$ cat config.mk
export PLATFORM = sky130hd
export DESIGN_NAME = spi_target_responder
export DESIGN_NICKNAME = d
export VERILOG_FILES = /design/src/rtl/spi_target_responder.sv
export SDC_FILE = /design/constraint.sdc
export NUM_CORES = 1
export LEC_CHECK = 0
export BUFFER_PORTS_ARGS = -buffer_cell sky130_fd_sc_hd__buf_2
export CAP_MARGIN = 20
export CORE_UTILIZATION = 30
export DETAILED_ROUTE_END_ITERATION = 12
export SYNTH_ARGS = -nofsm -noshare
export SYNTH_HDL_FRONTEND = slang
export SYNTH_SLANG_ARGS = --single-unit
$ cat constraint.sdc
create_clock -name clk -period 3.8 [get_ports clk]
set_input_delay 0 -clock clk [delete_from_list [all_inputs] [get_ports clk]]
set_output_delay 0 -clock clk [all_outputs]
set_load 0.02 [all_outputs]
$ cat src/rtl/spi_target_responder.sv
// SPI mode-0 target: oversampled SCK/CS_N/MOSI, MSB-first byte deserialiser,
// and a MISO serialiser fed from a one-deep TX buffer with a valid/ready handshake.
module spi_target_responder #(
    parameter int unsigned       DATA_W      = 8,
    parameter int unsigned       SYNC_STAGES = 2,
    parameter logic [DATA_W-1:0] DEFAULT_TX  = '1
) (
    input  logic              clk,
    input  logic              rst_n,
    input  logic              spi_sck_i,
    input  logic              spi_cs_n_i,
    input  logic              spi_mosi_i,
    output logic              spi_miso_o,
    output logic              spi_miso_oe,
    output logic [DATA_W-1:0] rx_data,
    output logic              rx_valid,
    input  logic [DATA_W-1:0] tx_data,
    input  logic              tx_valid,
    output logic              tx_ready,
    output logic              tx_underrun,
    output logic              frame_abort,
    output logic              busy
);

    localparam int unsigned CNT_W = $clog2(DATA_W);
    localparam logic [CNT_W-1:0] LAST_BIT = CNT_W'(DATA_W - 1);

    localparam logic [0:0] IDLE   = 1'b0;
    localparam logic [0:0] ACTIVE = 1'b1;

    logic [SYNC_STAGES-1:0] sck_sync_q;
    logic [SYNC_STAGES-1:0] cs_sync_q;
    logic [SYNC_STAGES-1:0] mosi_sync_q;
    logic                   sck_dly_q;
    logic                   cs_dly_q;

    logic sck_s, cs_s, mosi_s;
    logic sck_rise, sck_fall, cs_rise, cs_fall;

    logic [0:0]        state_q, state_d;
    logic [CNT_W-1:0]  bit_cnt_q, bit_cnt_d;
    logic [DATA_W-2:0] rx_shift_q, rx_shift_d;
    logic [DATA_W-1:0] rx_data_q, rx_data_d;
    logic              rx_valid_q, rx_valid_d;
    logic [DATA_W-1:0] tx_shift_q, tx_shift_d;
    logic              miso_q, miso_d;
    logic              oe_q, oe_d;
    logic              underrun_q, underrun_d;
    logic              abort_q, abort_d;
    logic [DATA_W-1:0] buf_q, buf_d;
    logic              buf_full_q, buf_full_d;

    logic load;
    logic accept;

    // Input synchronisers; reset values match an idle bus (SCK low, CS_N high).
    always_ff @(posedge clk or negedge rst_n) begin
        if (!rst_n) begin
            sck_sync_q  <= '0;
            cs_sync_q   <= '1;
            mosi_sync_q <= '0;
            sck_dly_q   <= 1'b0;
            cs_dly_q    <= 1'b1;
        end else begin
            sck_sync_q  <= {sck_sync_q[SYNC_STAGES-2:0], spi_sck_i};
            cs_sync_q   <= {cs_sync_q[SYNC_STAGES-2:0], spi_cs_n_i};
            mosi_sync_q <= {mosi_sync_q[SYNC_STAGES-2:0], spi_mosi_i};
            sck_dly_q   <= sck_sync_q[SYNC_STAGES-1];
            cs_dly_q    <= cs_sync_q[SYNC_STAGES-1];
        end
    end

    assign sck_s    = sck_sync_q[SYNC_STAGES-1];
    assign cs_s     = cs_sync_q[SYNC_STAGES-1];
    assign mosi_s   = mosi_sync_q[SYNC_STAGES-1];
    assign sck_rise =  sck_s & ~sck_dly_q;
    assign sck_fall = ~sck_s &  sck_dly_q;
    assign cs_rise  =  cs_s  & ~cs_dly_q;
    assign cs_fall  = ~cs_s  &  cs_dly_q;

    assign accept = tx_valid & ~buf_full_q;

    always_comb begin
        state_d    = state_q;
        bit_cnt_d  = bit_cnt_q;
        rx_shift_d = rx_shift_q;
        rx_data_d  = rx_data_q;
        rx_valid_d = 1'b0;
        tx_shift_d = tx_shift_q;
        oe_d       = oe_q;
        underrun_d = 1'b0;
        abort_d    = 1'b0;
        buf_d      = buf_q;
        buf_full_d = buf_full_q;
        load       = 1'b0;

        case (state_q)
            IDLE: begin
                if (cs_fall) begin
                    state_d   = ACTIVE;
                    bit_cnt_d = '0;
                    oe_d      = 1'b1;
                    load      = 1'b1;
                end
            end
            ACTIVE: begin
                // CS_N rising has priority over any SCK edge seen in the same cycle.
                if (cs_rise) begin
                    state_d   = IDLE;
                    oe_d      = 1'b0;
                    bit_cnt_d = '0;
                    abort_d   = (bit_cnt_q != '0);
                end else if (sck_rise) begin
                    rx_shift_d = {rx_shift_q[DATA_W-3:0], mosi_s};
                    if (bit_cnt_q == LAST_BIT) begin
                        bit_cnt_d  = '0;
                        rx_data_d  = {rx_shift_q, mosi_s};
                        rx_valid_d = 1'b1;
                    end else begin
                        bit_cnt_d = bit_cnt_q + CNT_W'(1);
                    end
                end else if (sck_fall) begin
                    if (bit_cnt_q != '0) begin
                        tx_shift_d = {tx_shift_q[DATA_W-2:0], 1'b0};
                    end else begin
                        load = 1'b1;
                    end
                end
            end
            default: state_d = IDLE;
        endcase

        // An accept can only coincide with a load when the buffer is empty,
        // so the load takes DEFAULT_TX and the new word lands in the buffer.
        if (load) begin
            if (buf_full_q) begin
                tx_shift_d = buf_q;
                buf_full_d = 1'b0;
            end else begin
                tx_shift_d = DEFAULT_TX;
                underrun_d = 1'b1;
            end
        end
        if (accept) begin
            buf_d      = tx_data;
            buf_full_d = 1'b1;
        end

        miso_d = oe_d & tx_shift_d[DATA_W-1];
    end

    always_ff @(posedge clk or negedge rst_n) begin
        if (!rst_n) begin
            state_q    <= IDLE;
            bit_cnt_q  <= '0;
            rx_shift_q <= '0;
            rx_data_q  <= '0;
            rx_valid_q <= 1'b0;
            tx_shift_q <= '0;
            miso_q     <= 1'b0;
            oe_q       <= 1'b0;
            underrun_q <= 1'b0;
            abort_q    <= 1'b0;
            buf_q      <= '0;
            buf_full_q <= 1'b0;
        end else begin
            state_q    <= state_d;
            bit_cnt_q  <= bit_cnt_d;
            rx_shift_q <= rx_shift_d;
            rx_data_q  <= rx_data_d;
            rx_valid_q <= rx_valid_d;
            tx_shift_q <= tx_shift_d;
            miso_q     <= miso_d;
            oe_q       <= oe_d;
            underrun_q <= underrun_d;
            abort_q    <= abort_d;
            buf_q      <= buf_d;
            buf_full_q <= buf_full_d;
        end
    end

    assign spi_miso_o  = miso_q;
    assign spi_miso_oe = oe_q;
    assign rx_data     = rx_data_q;
    assign rx_valid    = rx_valid_q;
    assign tx_ready    = ~buf_full_q;
    assign tx_underrun = underrun_q;
    assign frame_abort = abort_q;
    assign busy        = (state_q == ACTIVE);

endmodule

# Word-level counts from Yosys, hierarchy flattened
# Index checks and enable logic that the tools add are counted.
# W data, S select, Z words.
# totals
reg_bits,49
inputBits,14
output_inout_bits,15
wordCells,79
# op_classes
n_addsub,1
n_eq_ne,5
mux,33
bitwise,13
reduce_logical,9
# op_table
cell,count
$mux W8,7
$mux W1,18
$mux W3,4
$reduce_bool A2 Y1,4
$not A1 Y1,7
$and A1 B1 Y1,6
$pmux W1 S2,3
$pmux W3 S2,1
$reduce_and A5 Y1,1
$ne A2 B1 Y1 const B,2
$reduce_and A4 Y1,1
$add A3 B1 Y3 const B,1
$eq A3 B3 Y1 const B,1
$ne A3 B3 Y1 const B,1
$reduce_and A3 Y1,1
$reduce_bool A3 Y1,1
$ne A2 B2 Y1 const B,1
$reduce_and A2 Y1,1

# Longest topological paths before layout
# logic_depth
word_depth,8
ltp_mapped,7
mapped_depth_nobuf,6

# Worst setup path before layout
# Ideal clock, no wire load.
# synth_path
kind,reg2reg
from,register bit_cnt_q[0]
to,register tx_shift_q[1]
setup_ps,126
arrival_time_ps,1542
t_required_ps,3674
setup_slack_ps,2132
path_stages_with_launch,8
path_buffers,1
synth_period_minus_slack_ps,1668
cell_sequence,dfrtp_1 -> inv_1 -> ha_1 -> nor2b_1 -> clkbuf_1 -> mux2i_1 -> nor2_1 -> a221o_1
# synth_between
elab_chain_cells,8
word_cells_on_any_way,13
cone_classes,eq/ne: 2; mux: 6; reduce/logical: 5
# synth_rtl
element,line_no,text
from (decl),41,"logic [CNT_W-1:0] bit_cnt_q, bit_cnt_d;"
from (signal assigned),168,bit_cnt_q <= bit_cnt_d;
$reduce_bool A3 Y1 *,123,if (bit_cnt_q != '0) begin
$mux W1,123,
$mux W1,122,end else if (sck_fall) begin
$mux W1,113,end else if (sck_rise) begin
$mux W1,108,if (cs_rise) begin
$pmux W1 S2,97,case (state_q)
$ne A2 B1 Y1 (no source line) / $reduce_bool A2 Y1 (equally long branches),-,
$reduce_and A5 Y1 (no source line),-,
to (signal assigned),172,tx_shift_q <= tx_shift_d;
to (decl),45,"logic [DATA_W-1:0] tx_shift_q, tx_shift_d;"
# Every way passes the cells marked *; elsewhere a longest branch is shown, timed or not.
# A chain may end at the register's enable or synchronous reset.

# Final worst setup path
# layout_path
from,register bit_cnt_q[0]
to,"register miso_q, in the netlist spi_miso_o"
# layout_between
elab_chain_cells,8
word_cells_on_any_way,13
cone_classes,mux: 11; bitwise: 1; reduce/logical: 1
# layout_rtl
element,line_no,text
$reduce_bool A3 Y1 *,123,
$mux W1 / $mux W8 (equally long branches),123,
$mux W1 / $mux W8 (equally long branches),122,
$mux W1 / $mux W8 (equally long branches),113,
$mux W1 / $mux W8 (equally long branches),108,
$pmux W1 S2 / $mux W8 (equally long branches),97,
$mux W8 *,135,if (load) begin
$and A1 B1 Y1 *,149,miso_d = oe_d & tx_shift_d[DATA_W-1];
via miso_d,46,"logic miso_q, miso_d;"
to (signal assigned),173,miso_q <= miso_d;
to (decl),46,
# The timed path passes the listed nets; every way through them passes the cells marked *. The select of a mux whose other input is x is not followed.

==> flow_metrics.tcl <==
set metrics [dict create \
    p_leak_nw 1.23 \
    totalNegativeSetupSlack_ps 0 \
    p_per_area_nw_per_um2 575 \
    coreArea_um2 6390 \
    cap_viol_max_count 0 \
    critPathTopFamily "simple AND/OR/NAND/NOR gates" \
    slowest_stage "nor2b_1" \
    synth_common_cells "dfrtp_1 (46), nand2_1 (22), mux2_2 (16)" \
    drive_gt1_frac 0.291 \
    hold_viol 0 \
    synth_xor_area_frac 0 \
    netlist_area_um2 2000 \
    first_pass_iters 4 \
    crit_chain "inv_1 > ha_1 > nor2b_1 > a21oi_1 > o221a_2" \
    finalWirelength_mm 3.52 \
    ys_seq_area_frac 0.614 \
    htreeDepth 2 \
    critPathLaunchType "flip-flop" \
    grt_max_degree 50 \
    tightest_slew_ps 871 \
    maxSlewViolCount 0 \
    routedWlPerCell_um 12.5 \
    synth_ff_type "dfrtp_1" \
    ant_nets 0 \
    setup_viol_count_final 0 \
    viasPerCell 4.55 \
    power_mw 1.41 \
    yosysMostFrequentCell "dfrtp_1" \
    combPwrFrac 0.263 \
    final_nets 222 \
    finalCritPeriodShare 0.540 \
    ys_ff_latch 49 \
    place_ws_ps 1750 \
    hold_class "in -> async" \
    yosysTopAreaCell "dfrtp_1" \
    synth_edf_count 0 \
    r2r_slack_ps 1750 \
    slew_headroom 0.418 \
    overflow 0 \
    n_antenna_cell 0 \
    ys_types 30 \
    crit_buf_inv 1 \
    intPower_mw 0.981 \
    die_h_um 83.7 \
    synth_fa_ha_area_frac 0.0187 \
    end_kind "flip-flop" \
    critical_path_class "reg -> reg" \
    drc 0 \
    clock_skew_ps 10.9 \
    cts.sinks 49 \
    irDropWorstVdd_v 0.000260 \
    std_cell_rows 29 \
    initial_core_util 0.314 \
    switchingPower_mw 0.431 \
    port_buffers 28 \
    fin_crit_ps 2050 \
    grt_use_total 0.111 \
    clock_latency_ps 300 \
    rr_worst_depth 5 \
    syn_avg_cell_area_um2 12.4 \
    async_reset_ff_frac 1.00 \
    reg2reg_to "spi_miso_o" \
    drtIter0Drc 38 \
    swShare 0.305 \
    ioPinCount 29 \
    vias 1288 \
    tritoncts "done" \
    numCtsBuffers 5 \
    status "finished clean" \
    cts_buffer_depth 2 \
    crit_arrival_ps 2230 \
    max_stage_delay_ps 690 \
    rsz0062_at_grt "false" \
    fin_ws_ps 1750 \
    r2r-start "bit_cnt_q[0]" \
    synth_warnings 0 \
    syn_nets 179 \
    fmax_mhz 487 \
    clock-root-buffer "clkbuf_8" \
    cts.repair.resized 0 \
    seqPwrFrac 0.526 \
    grt_pass1_vias 1259 \
    worstPathRequired_ps 3980 \
    path_max_fanout 9 \
    fp.dieW_um 83.7 \
    synth_mux_area_frac 0.125 \
    synth-simple-area-share 0.140 \
    gp_congestion 0.695 \
    synth_top_family_by_area "simple AND/OR/NAND/NOR gates" \
    syn_to_final_growth_pct 22.5 \
    synth_compound_area_frac 0.0805 \
    antenna_found_initial 0 \
    synth.area.top_cells "dfrtp_1 (57%), mux2_2 (9.0%), nand2_1 (4.1%), dfstp_2 (3.9%), mux2i_1 (3.5%)" \
    dp_hpwl_mm 2.39 \
    post-synth-top-area-fraction 0.574 \
    dieArea_um2 7010 \
    clockPowerShare 0.211 \
    grt_pass1_wl_mm 6.10 \
    synthCells 162 \
    clkTransAtPathRegs_ps 90 \
]
-- area by class of cell --
type	count	area, um2
clock buffers	7	76.3
clock inverters	1	8.76
fillers	619	3930
inverters	5	18.8
multi-input cells	102	731
flip-flops and latches	49	1230
well taps	77	96.3
repair buffers	42	295
-- what timing repair did --
action | CTS | global route
hold endpoints to repair | 57 | 0
hold buffers | 12 | 0
buffers inserted | 0 | 0
-- flip-flops by register name (all words and copies together), names as in the netlist, 2 cells and up --
| signal | cells |
|---|---|
| bit_cnt_q | 3 |
| buf_q | 8 |
| rx_shift_q | 7 |
| rx_data | 8 |
| tx_shift_q | 8 |
| mosi_sync_q | 2 |
| cs_sync_q | 2 |
| sck_sync_q | 2 |
-- cell families (layout without fill, tap and decap cells) --
kind of cell	count (synthesis)	in the layout
multiplexers	23	23
flip-flops	49	49
AO/OA/AOI/OAI	21	21
buffers and inverters	11	55
adder cells (fa/ha/maj)	3	3
AND/OR/NAND/NOR	55	55
-- how the worst max path moves through the flow --
| stage | startpoint | endpoint | depth (start not counted) |
|---|---|---|---|
| global route | bit_cnt_q[0] | spi_miso_o | 5 |
| CTS | bit_cnt_q[0] | spi_miso_o | 5 |
| detailed placement | bit_cnt_q[0] | spi_miso_o | 5 |
| floorplan | bit_cnt_q[0] | tx_shift_q[1] | 7 |
| finish | bit_cnt_q[0] | spi_miso_o | 5 |
| global placement | bit_cnt_q[0] | spi_miso_o | 5 |
-- cells in the final DEF (no fill, tap or decap), drive strengths merged, types with 2 or more instances in the layout --
cell and n:
a21oi 4, a221o 6, a22o 2, buf 30, clkbuf 7, dfrtp 46
dfstp 3, dlygate4sd3 12, ha 3, inv 5, mux2 16, mux2i 7
nand2 23, nand2b 8, nand3 2, nor2 12, nor2b 4, nor3b 2
o21ai 3
-- power by group through the flow --
stage,combinational (mW),clock (mW),sequential [mW]
3_3_place_gp,0.355,0,0.751
3_5_place_dp,0.366,0,0.751
6_report,0.372,0.297,0.743
4_1_cts,0.373,0.313,0.744
2_1_floorplan,0.292,0,0.728
5_1_grt,0.415,0.331,0.765
-- layer usage --
metal,track usage,vias to the layer above,share of wire
li1,-,642,-
met1,0.154,620,0.50
met2,0.160,21,0.45
met3,0.0346,5,0.033
met4,0.0462,0,0.019
met5,0,-,0
-- per-stage QoR --
step,cells,util,area (um2),hold WS [ps]
finish,283,0.385,2460,226
global route,283,0.385,2460,286
CTS,282,0.380,2430,260
detailed placement,262,0.348,2220,106
global placement,262,0.348,2220,105
floorplan,162,-,2000,-296
(Power assumes the default switching activity.)
